`config.mk`:
```
export PLATFORM = sky130hd
export DESIGN_NAME = prog_delay_line
export DESIGN_NICKNAME = d
export VERILOG_FILES = /design/src/rtl/prog_delay_line.sv
export SDC_FILE = /design/constraint.sdc
export NUM_CORES = 1
export LEC_CHECK = 0
export ABC_AREA = 1
export CORE_MARGIN = 3
export CORE_UTILIZATION = 40
export CTS_CLUSTER_SIZE = 28
export DETAILED_ROUTE_END_ITERATION = 10
export PLACE_DENSITY = 0.54
export SYNTH_ARGS = -nofsm -noshare
export SYNTH_HDL_FRONTEND = slang
export SYNTH_SLANG_ARGS = --single-unit
```
`constraint.sdc`:
```
create_clock -name clk -period 4.5 [get_ports clk]
set_input_delay 0.9 -clock clk [delete_from_list [all_inputs] [get_ports clk]]
set_output_delay 0.9 -clock clk [all_outputs]
set_load 0.02 [all_outputs]
```
`src/rtl/prog_delay_line.sv`:
```
// prog_delay_line: programmable delay line for CHANNELS parallel lanes.
// Samples go into a circular buffer of MAX_DEPTH entries per lane. The
// output is the sample accepted D accepts earlier, one clock after the
// accept. D can be reloaded at run time; a reload flushes the fill count
// without touching the buffer or the write pointer.
// Optional feature: define PROG_DELAY_LINE_OCCUPANCY_EN to add the o_fill
// output (registered fill count).
module prog_delay_line #(
    parameter int WIDTH       = 10,
    parameter int CHANNELS    = 1,
    parameter int MAX_DEPTH   = 64,
    parameter int RESET_DELAY = 4
) (
    input  logic                               clk,
    input  logic                               reset_n,
    input  logic                               i_valid,
    input  logic [CHANNELS*WIDTH-1:0]          i_data,
    input  logic                               i_delay_we,
    input  logic [$clog2(MAX_DEPTH+1)-1:0]     i_delay,
    output logic                               o_valid,
    output logic [CHANNELS*WIDTH-1:0]          o_data,
    output logic                               o_clamped
`ifdef PROG_DELAY_LINE_OCCUPANCY_EN
    ,
    output logic [$clog2(MAX_DEPTH+1)-1:0]     o_fill
`endif
);

    // Width of delay / fill values (must hold 0..MAX_DEPTH inclusive).
    localparam int FW = $clog2(MAX_DEPTH + 1);
    // Width of a buffer address; a single-entry buffer still needs one bit.
    localparam int AW = (MAX_DEPTH > 1) ? $clog2(MAX_DEPTH) : 1;
    // Scratch width for read-address arithmetic, wide enough for wp + MAX_DEPTH.
    localparam int XW = ((AW > FW) ? AW : FW) + 1;

    localparam logic [FW-1:0] MAX_D  = FW'(MAX_DEPTH);
    localparam logic [FW-1:0] RST_D  = FW'(RESET_DELAY);
    localparam logic [AW-1:0] LAST_A = AW'(MAX_DEPTH - 1);
    localparam logic [XW-1:0] DEPTH_X = XW'(MAX_DEPTH);

    // EMPTY: nothing accepted since flush; FILLING: 0 < fill < D;
    // RUN: fill >= D, every accept produces an output until the next flush.
    typedef enum logic [1:0] {
        EMPTY   = 2'd0,
        FILLING = 2'd1,
        RUN     = 2'd2
    } mode_t;

    mode_t           state_reg, state_next, state_eff;
    logic [AW-1:0]   wp_reg, wp_next;
    logic [FW-1:0]   fill_reg, fill_next, fill_eff;
    logic [FW-1:0]   delay_reg, delay_next;
    logic            clamped_reg, clamped_next;
    logic            valid_reg;
    logic            req_over;
    logic            out_fire;
    logic [XW-1:0]   wp_x, d_x, rd_x;
    logic [AW-1:0]   rd_addr;
    logic [FW:0]     fill_inc;

    // Delay load, clamp flag and the flush-adjusted view of fill/mode.
    // A load takes effect on the same cycle, so an accept arriving with it
    // is counted under the new delay from an empty line.
    always_comb begin
        req_over     = (i_delay > MAX_D);
        delay_next   = delay_reg;
        clamped_next = clamped_reg;
        if (i_delay_we) begin
            delay_next = req_over ? MAX_D : i_delay;
            if (req_over) begin
                clamped_next = 1'b1;
            end
        end
        fill_eff  = i_delay_we ? '0 : fill_reg;
        state_eff = i_delay_we ? EMPTY : state_reg;
    end

    // Fill counter (saturating) and write pointer (wraps at MAX_DEPTH-1).
    always_comb begin
        fill_next = fill_eff;
        if (i_valid && (fill_eff != MAX_D)) begin
            fill_next = fill_eff + FW'(1);
        end
        wp_next = wp_reg;
        if (i_valid) begin
            wp_next = (wp_reg == LAST_A) ? '0 : wp_reg + AW'(1);
        end
    end

    // Mode FSM next state: accepts advance it, RUN holds until a flush.
    always_comb begin
        state_next = state_eff;
        fill_inc   = {1'b0, fill_eff} + (FW+1)'(1);
        if (i_valid) begin
            case (state_eff)
                EMPTY:   state_next = (delay_next <= FW'(1)) ? RUN : FILLING;
                FILLING: state_next = (fill_inc >= {1'b0, delay_next}) ? RUN : FILLING;
                RUN:     state_next = RUN;
                default: state_next = EMPTY;
            endcase
        end
    end

    // An accept produces an output when the line already holds D samples;
    // D=0 is a pure one-register pass-through.
    always_comb begin
        out_fire = i_valid && ((delay_next == '0) || (state_eff == RUN));
    end

    // Read address: the entry written D accepts ago, i.e. wp - D modulo
    // MAX_DEPTH. With D=MAX_DEPTH this is wp itself, read before overwrite.
    always_comb begin
        wp_x = XW'(wp_reg);
        d_x  = XW'(delay_next);
        if (wp_x >= d_x) begin
            rd_x = wp_x - d_x;
        end else begin
            rd_x = wp_x + DEPTH_X - d_x;
        end
        rd_addr = rd_x[AW-1:0];
    end

    // Control state registers.
    always_ff @(posedge clk or negedge reset_n) begin
        if (!reset_n) begin
            state_reg   <= EMPTY;
            wp_reg      <= '0;
            fill_reg    <= '0;
            delay_reg   <= RST_D;
            clamped_reg <= 1'b0;
            valid_reg   <= 1'b0;
        end else begin
            state_reg   <= state_next;
            wp_reg      <= wp_next;
            fill_reg    <= fill_next;
            delay_reg   <= delay_next;
            clamped_reg <= clamped_next;
            valid_reg   <= out_fire;
        end
    end

    assign o_valid   = valid_reg;
    assign o_clamped = clamped_reg;

`ifdef PROG_DELAY_LINE_OCCUPANCY_EN
    assign o_fill = fill_reg;
`endif

    // One independent buffer and output register per lane; all lanes share
    // the pointer, delay and valid, so they are delayed identically.
    for (genvar gi = 0; gi < CHANNELS; gi++) begin : g_lane
        logic [WIDTH-1:0] mem [0:MAX_DEPTH-1];
        logic [WIDTH-1:0] lane_in;
        logic [WIDTH-1:0] dout_reg;

        assign lane_in = i_data[gi*WIDTH +: WIDTH];

        // Buffer write; contents are deliberately not reset.
        always_ff @(posedge clk) begin
            if (i_valid) begin
                mem[wp_reg] <= lane_in;
            end
        end

        // Registered read; holds its value on cycles without an output.
        always_ff @(posedge clk or negedge reset_n) begin
            if (!reset_n) begin
                dout_reg <= '0;
            end else if (out_fire) begin
                dout_reg <= (delay_next == '0) ? lane_in : mem[rd_addr];
            end
        end

        assign o_data[gi*WIDTH +: WIDTH] = dout_reg;
    end

endmodule

```
Word level (Yosys, flattened, before mapping)
Memory sizes are Yosys's and may differ from the RTL's.
Index checks and enable logic that the tools add are counted.
{ "totals": {"mem_bits_ro": 0, "word_cells": 42, "ramBits": 640, "inputBits": 21, "out_inout_bits": 12, "regBits": 34, "latch_bits": 0, "memories": 1} }
{ "memory_table": {"columns": ["name", "words", "width", "rd", "rd_ports_with_merged_regs", "write_ports", "line", "source"], "rows": [
  ["g_lane[0].mem", 64, 10, 1, 0, 1, "152", "logic [WIDTH-1:0] mem [0:MAX_DEPTH-1];"]
]} }
{ "op_classes": {"n_div": 0, "n_reduce_logical": 6, "n_addsub": 6, "shift": 0, "multipliers": 0, "order_cmp": 4, "eq_ne": 4, "bitwise": 0, "mux": 14} }
{ "ops": {"columns": ["cell", "count"], "rows": [
  ["7-bit two-way mux", 4],
  ["6-bit by 1-bit adder with 6-bit output, second input constant", 2],
  ["6-bit two-way mux", 2],
  ["6-bit subtractor", 2],
  ["10-bit two-way mux", 1],
  ["7-bit by 1-bit adder with 8-bit output, second input constant", 1],
  ["8-bit by 7-bit >= comparator with 1-bit output", 1],
  ["2-bit two-way mux", 4],
  ["7-bit by 1-bit adder with 7-bit output, second input constant", 1],
  ["6-bit by 7-bit >= comparator with 1-bit output", 1],
  ["7-bit > comparator, second input constant", 1],
  ["7-bit by 1-bit less-or-equal comparator with 1-bit output, second input constant", 1],
  ["7-bit zero test", 1],
  ["7-bit inequality test, second input constant", 1],
  ["6-bit == test, second input constant", 1],
  ["2-bit one-hot mux with 3 select lines", 1],
  ["2-bit by 1-bit == test with 1-bit output, second input constant", 1],
  ["2-bit == test, second input constant", 1],
  ["1-bit logical AND", 2],
  ["2-bit zero test", 1],
  ["1-bit two-way mux", 2],
  ["2-bit AND reduction", 1],
  ["1-bit logical OR", 1]
]} }

Longest topological paths before layout
Gate-level depths: netlist of run 1.
{ "depth": {"word_depth": 7, "mapped_depth": 21} }

Worst setup path before layout of run 1
No wires, ideal clock.
{ "synth_path": {"path_kind": "input-to-reg", "from": "in i_delay[3]", "to": "reg g_lane[0].dout_reg[1] (netlist: o_data[1])", "required_time_ns": 4.435, "path_stages": 18, "path_slack_ns": 0.840, "n_path_buf": 3, "arrival_time_ns": 3.595, "setup_time_ns": 0.065, "cell_sequence": "nor2_1 nand3_1 a211oi_1 ha_1 inv_1 fa_1 clkbuf_2 clkinv_1 buf_2 clkbuf_1 a32o_1 nand3_1 nand3_1 nand3_1 nand3_1 nand3_1 nand2_1 nand2_1"} }
{ "synth_via": {"elab_chain_cells": 7, "elab_cells_between_ends": 12, "classes_between": "add/sub (2); order compare (2); mux (4); reduce/logical (3); memory (1)"} }
{ "synth_rtl": {"columns": ["element", "line", "source"], "rows": [
  ["start, declared", "19", "input logic [$clog2(MAX_DEPTH+1)-1:0] i_delay,"],
  ["7-bit > comparator (*)", "65", "req_over = (i_delay > MAX_D);"],
  ["7-bit two-way mux (*)", "69", "delay_next = req_over ? MAX_D : i_delay;"],
  ["7-bit two-way mux (*)", "68", "if (i_delay_we) begin"],
  ["via delay_next[0]", "52", "logic [FW-1:0] delay_reg, delay_next;"],
  ["6-bit subtractor (tied with other cells)", "118", "rd_x = wp_x + DEPTH_X - d_x;"],
  ["6-bit two-way mux", "115", "if (wp_x >= d_x) begin"],
  ["memory read 64 x 10 bit", null, null],
  ["10-bit two-way mux", "170", "dout_reg <= (delay_next == '0) ? lane_in : mem[rd_addr];"],
  ["end signal, assigned", "170", null],
  ["end, declared", "154", "logic [WIDTH-1:0] dout_reg;"]
]} }
The timed path passes the listed nets; every way through them passes the cells marked *.
A chain may end at the register's enable or synchronous reset.

Worst setup path in the final report of run 1
{ "layout_path": {"from": "in i_delay[3]", "to": "reg g_lane[0].dout_reg[0] (netlist: o_data[0])"} }
Same word-level chain as after synthesis.

==> out/metrics.yaml, run 1 <==
yosys:
  ys.flop_type: "edfxtp_1"
  synth_top_family_by_area: "simple AND/OR/NAND/NOR gates"
  yosysSeqAreaShare: 0.716
  synth_nets: 2431
  synth_adder_area_share: 0.00607
  muxShareOfSynthArea: 0
  netlist_instances: 2397
  synth-seq-cells: 674
  synth.area.top_cells: "edfxtp_1 (69%), nor2_1 (5.2%), nand2_1 (4.9%)"
  synth-simple-area-share: 0.143
  synthXorXnorAreaFrac: 0.00187
  netlist_area_mm2: 0.0280
  yosysTopAreaCell: "edfxtp_1"
  async_reset_ff_frac: 0.0504
  ys_types: 37
  synth_compound_area_frac: 0.0964
  synth_edf_count: 640
  yosysTopAreaCellShare: 0.686
  synth_area_per_cell_um2: 11.7
  yosys_warnings: 0
worst_hold_path:
  min_from: "o_clamped"
  min_path_type: "flip-flop to flip-flop"
  min_to: "o_clamped"
  worstHoldPathCells: 2
clock_network:
  cts_tree: "done"
  htree_levels: 3
  cts_root_buf: "clkbuf_16"
  worstSkewPairLatency_ns: 0.62
  cts_resized: 0
  clk_pin_slew_worst_paths_ns: 0.06
  cts.sinks: 674
  cts_buffers: 70
  clock_path_buffers: 3
  ctsHoldBuffers: 0
  postCtsSetupBuffers: 0
power_and_ir_drop:
  power_density_mw_per_mm2: 632
  p_sw_mw: 7.65
  p_int_mw: 13.0
  pwr-share-comb: 0.362
  peakVddDrop_mv: 0.337
  power_frac_seq: 0.353
  power.leakage_nw: 11.7
  swShare: 0.370
  clkPwrFrac: 0.286
grt:
  track_usage: 0.219
  antenna_found_initial: 2
  grt_pass1_vias: 19100
  overflow: 0
  grt_max_degree: 77
  grt_pass1_wl_mm: 121
final_layout:
  fin_util: 0.474
  instances_no_fill: 3503
  largest_reg_flops: 640
  nFillCells: 6238
  regMostFlops: "g_lane.mem"
  ff_latch_area_mm2: 0.0201
  syn_to_final_growth_pct: 16.7
  multi_input_area_mm2: 0.00698
  final_nets: 2550
  drive_gt1_frac: 0.117
  final_area_mm2: 0.0327
die:
  die_x_um: 271
  coreArea_mm2: 0.0691
  rows: 96
  dieArea_mm2: 0.0733
  die_h_um: 271
  ios: 33
  initial_core_util: 0.406
sta:
  hold_viol: 0
  hold_slack_ns: 0.474
  fmax_mhz: 236
  setup_viol: 0
  final.setup.tns_ns: 0
  slew_violations: 0
  finalCriticalPeriod_ns: 4.23
  rsz0062_at_grt: "no"
  max_slew_margin: 0.0871
  worst_pin_slew_ns: 1.37
  finalCritPeriodShare: 0.941
  skew_ns: 0.0130
drt:
  firstDrtPassIters: 6
  drt_iter0_drc: 1876
  post-route-drc-count: 0
  viasPerCell: 5.53
  ant_nets: 0
  totalWireLength_mm: 81.1
  wl_per_cell_um: 23.2
  routed-via-count: 19400
setup_path:
  crit_family: "buffers and inverters"
  cp_slowest_stage_delay_ns: 0.86
  cp_num_buf_inv: 6
  critPathMaxFanout: 14
  start_kind: "primary input"
  cpMaxStageDelayCell: "fa_4"
  crit_path_end_kind: "flip-flop"
  worstPathCellList: "clkdlybuf4s50_1, nor2_1, nand3_1, a211oi_2, buf_4, ha_4, inv_1, fa_4, buf_4, buf_4, o21ai_0, o22ai_1, inv_1, nand2_1, nand3_1, nand3_1, nand3_1, nand3_1, nand2_1, nand2_1"
  reg2regPathDepth: 18
  worst_ep_arrival_time_ns: 4.79
  reg2reg_slack_ns: 0.85
  required_ns: 5.05
  crit_top_cell: "nand3_1"
  r2r-start: "delay_reg[0]"
  worstSetupPathType: "primary input to flip-flop"
  reg2reg_to: "o_data[0]"
job:
  maxCapViolations: 0
place:
  finalWeightedCongestion: 0.878
  hpwl_mm: 49.2
  dpl.cell_count: 3375
  place_area_mm2: 0.0304
  port_buffers: 32
outcome:
  outcome: "completed"
==> area by class of cell <==
type / instances / share of cell area
flip-flops and latches: 674 / 0.614
multi-input cells: 1475 / 0.213
clock buffers: 83 / 0.0570
repair buffers: 197 / 0.0542
well taps: 931 / 0.0356
clock inverters: 43 / 0.0144
inverters: 98 / 0.0116
diodes: 2 / 0.000153
==> cells in the final DEF (no fill, tap or decap), drive strengths merged, types with 12 or more instances in the layout <==
cell | netlist | routed
nor2 | 391 | 391
ha | 12 | 12
buf | 76 | 175
a21oi | 34 | 34
o21ai | 271 | 271
nand3 | 196 | 196
edfxtp | 640 | 640
clkbuf | 74 | 83
o22ai | 130 | 130
a32o | 30 | 30
dfrtp | 33 | 33
clkinv | 1 | 30
nand2 | 376 | 376
inv | 97 | 101
clkdlybuf4s50 | 0 | 22
==> power groups by stage <==
stage	sequential, mW	combinational, mW	clock [mW]
after global routing	7.31	8.11	6.26
after floorplan	7.37	4.26	0
final	7.29	7.47	5.91
after detailed placement	7.41	7.40	0
after global placement	7.42	7.39	0
after CTS	7.29	7.43	6.01
==> routing by layer <==
metal | vias to the layer above | global-route usage | part of all wire
met2 | 716 | 0.350 | 0.47
met3 | 115 | 0.0325 | 0.069
li1 | 8834 | - | -
met4 | 2 | 0.0708 | 0.024
met1 | 9705 | 0.308 | 0.44
met5 | - | 0 | 0.00016
==> logic make-up after synthesis <==
family | after synthesis
and+or+nand+nor | 983
AOI/OAI and AO/OA | 473
DFF | 674
adders and majority gates | 13
buffers and inverters | 248
xor gates and xnor gates | 6
==> cells in the mapped netlist, types with 8 or more instances <==
cell,n
nand2_1,369
clkbuf_1,73
a21oi_1,34
inv_1,93
o21ai_0,270
nand3_1,194
edfxtp_1,640
o22ai_1,130
nor2_1,391
a32o_1,30
nor3_1,8
ha_1,12
buf_2,68
dfrtp_1,33
==> how the worst max path moves through the flow <==
stage | startpoint | endpoint | slack (ns) | cells past startpoint
global placement | i_delay_we | o_data[5] | -0.36 | 20
global route | i_delay[0] | o_data[0] | 0.04 | 20
floorplan | i_delay[3] | o_data[1] | 0.84 | 18
finish | i_delay[3] | o_data[0] | 0.27 | 20
CTS | i_delay[3] | o_data[5] | 0.24 | 20
detailed placement | i_delay[3] | o_data[5] | -0.41 | 20
==> stage by stage <==
step	worst slack, ns	total power [mW]
after floorplan	0.840	11.6
after global placement	-0.365	14.8
after detailed placement	-0.411	14.8
after CTS	0.237	20.7
after global routing	0.0375	21.7
final	0.266	20.7
==> tightest hold or removal path: stages (launching register included) <==
cell and delay [ns]:
dfrtp_1 0.35, inv_1 0.04, nand2_1 0.05
(Power assumes the default switching activity.)
==> run 2, diff against run 1 <==
CTS_BUF_LIST = sky130_fd_sc_hd__clkbuf_16   (was default)
==> out/metrics.yaml, run 2 (synthesized netlist as in run 1, its figures left out) <==
outcome:
  outcome: "completed"
sta:
  max_slew_margin: 0.112
  setup_viol: 0
  fmax_mhz: 235
  rsz0062_at_grt: "no"
  slew_violations: 0
  finalCritPeriodShare: 0.945
  hold_slack_ns: 0.474
  hold_viol: 0
  finalCriticalPeriod_ns: 4.25
  worst_pin_slew_ns: 1.33
  skew_ns: 0.0157
setup_path:
  crit_path_end_kind: "flip-flop"
  reg2regPathDepth: 18
  worstSetupPathType: "primary input to flip-flop"
  start_kind: "primary input"
  required_ns: 5.05
  worst_ep_arrival_time_ns: 4.81
  critPathMaxFanout: 14
power_and_ir_drop:
  peakVddDrop_mv: 0.342
  power_density_mw_per_mm2: 631
  power.leakage_nw: 11.7
  power_mw: 20.6
grt:
  grt_pass1_vias: 19100
  grt_max_degree: 77
  overflow: 0
  grt_pass1_wl_mm: 121
  track_usage: 0.219
  antenna_found_initial: 1
clock_network:
  worstSkewPairLatency_ns: 0.62
  cts_buffers: 70
  cts_tree: "done"
  cts.sinks: 674
  cts_root_buf: "clkbuf_16"
  clock_path_buffers: 3
  ctsHoldBuffers: 0
  htree_levels: 3
  clk_pin_slew_worst_paths_ns: 0.06
die:
  die_x_um: 271
  rows: 96
  ios: 33
  initial_core_util: 0.406
  dieArea_mm2: 0.0733
  coreArea_mm2: 0.0691
  die_h_um: 271
place:
  hpwl_mm: 49.2
  place_area_mm2: 0.0304
  port_buffers: 32
  finalWeightedCongestion: 0.878
final_layout:
  final_common_cell: "edfxtp_1"
  final_cell_mix: "edfxtp_1 (640), nor2_1 (391), nand2_1 (369), o21ai_0 (270), nand3_1 (194)"
  drive_gt1_frac: 0.116
  nFillCells: 6240
  regMostFlops: "g_lane.mem"
  final_nets: 2550
  fin_util: 0.473
  largest_reg_flops: 640
  final_area_mm2: 0.0327
  syn_to_final_growth_pct: 16.6
drt:
  totalWireLength_mm: 80.9
  firstDrtPassIters: 5
  top_layer: "met4"
  viasPerCell: 5.51
  post-route-drc-count: 0
  wl_met1_mm: 35.5
  met2_length_mm: 37.7
  wl_per_cell_um: 23.1
  routed-via-count: 19300
  ant_nets: 0
  wl_met3_mm: 5.74
  drt_iter0_drc: 2030
worst_hold_path:
  min_path_type: "flip-flop to flip-flop"
  worstHoldPathCells: 2
job:
  maxCapViolations: 0
run 2: cell count changes in the layout (fill, tap and decap cells not counted):
cell / change
clkinv_1: +2
clkbuf_8: -2
inv_1: +9
clkbuf_1: -9
run 2: area by class of cell:
| cell class | instances | area [um^2] | area share |
|---|---|---|---|
| flip-flops and latches | 674 | 20100 | 0.614 |
| multi-input cells | 1475 | 6980 | 0.214 |
| clock buffers | 72 | 1800 | 0.0551 |
| repair buffers | 197 | 1770 | 0.0542 |
| well taps | 931 | 1160 | 0.0356 |
| clock inverters | 54 | 513 | 0.0157 |
| inverters | 98 | 378 | 0.0116 |
| diodes | 2 | 5.00 | 0.000153 |
run 2: final timing paths:
check	start	to	slack [ns]
setup / recovery	i_delay[0]	o_data[5]	0.25
hold / removal	o_clamped	o_clamped	0.47
setup reg to reg	delay_reg[0]	o_data[5]	0.83
hold reg to reg	o_clamped	o_clamped	0.47
max in group asynchronous	reset_n	delay_reg[2]	3.40
min in group asynchronous	reset_n	delay_reg[4]	0.73
run 2: what timing repair did:
action | in CTS | in global routing
resized for setup | 0 | 1
setup buffers | 0 | 0
setup endpoints to repair | 0 | 2
run 2: per-layer routing:
layer  vias to the layer above  GRT usage
met4                         0     0.0718
met2                       760      0.350
met1                      9595      0.309
met3                       113     0.0314
met5                         -          0
li1                       8835          -
run 2: power breakdown:
part	leakage [nW]	switching [mW]	total, mW	internal, mW
registers	6.18	0.168	7.29	7.12
clock network	1.17	2.46	5.85	3.39
logic	4.32	5.02	7.48	2.46
total	11.7	7.64	20.6	13.0
run 2: critical path: stages:
cell,delay (ns)
clkdlybuf4s50_1,0.42
nor2_1,0.11
nand3_1,0.13
a211oi_2,0.26
buf_4,0.18
ha_4,0.11
inv_1,0.06
fa_4,0.86
buf_4,0.25
buf_4,0.27
o21ai_0,0.12
o22ai_1,0.20
inv_1,0.07
nand2_1,0.07
nand3_1,0.15
nand3_1,0.23
nand3_1,0.16
nand3_1,0.12
nand2_1,0.06
nand2_1,0.06
run 2: through the flow:
step	setup slack [ns]	TNS, ns	cells
2_1_floorplan	0.840	0	2397
3_3_place_gp	-0.365	-2.61	3375
3_5_place_dp	-0.411	-3.03	3375
4_1_cts	0.237	0	3501
5_1_grt	0.0375	0	3501
6_report	0.245	0	3503
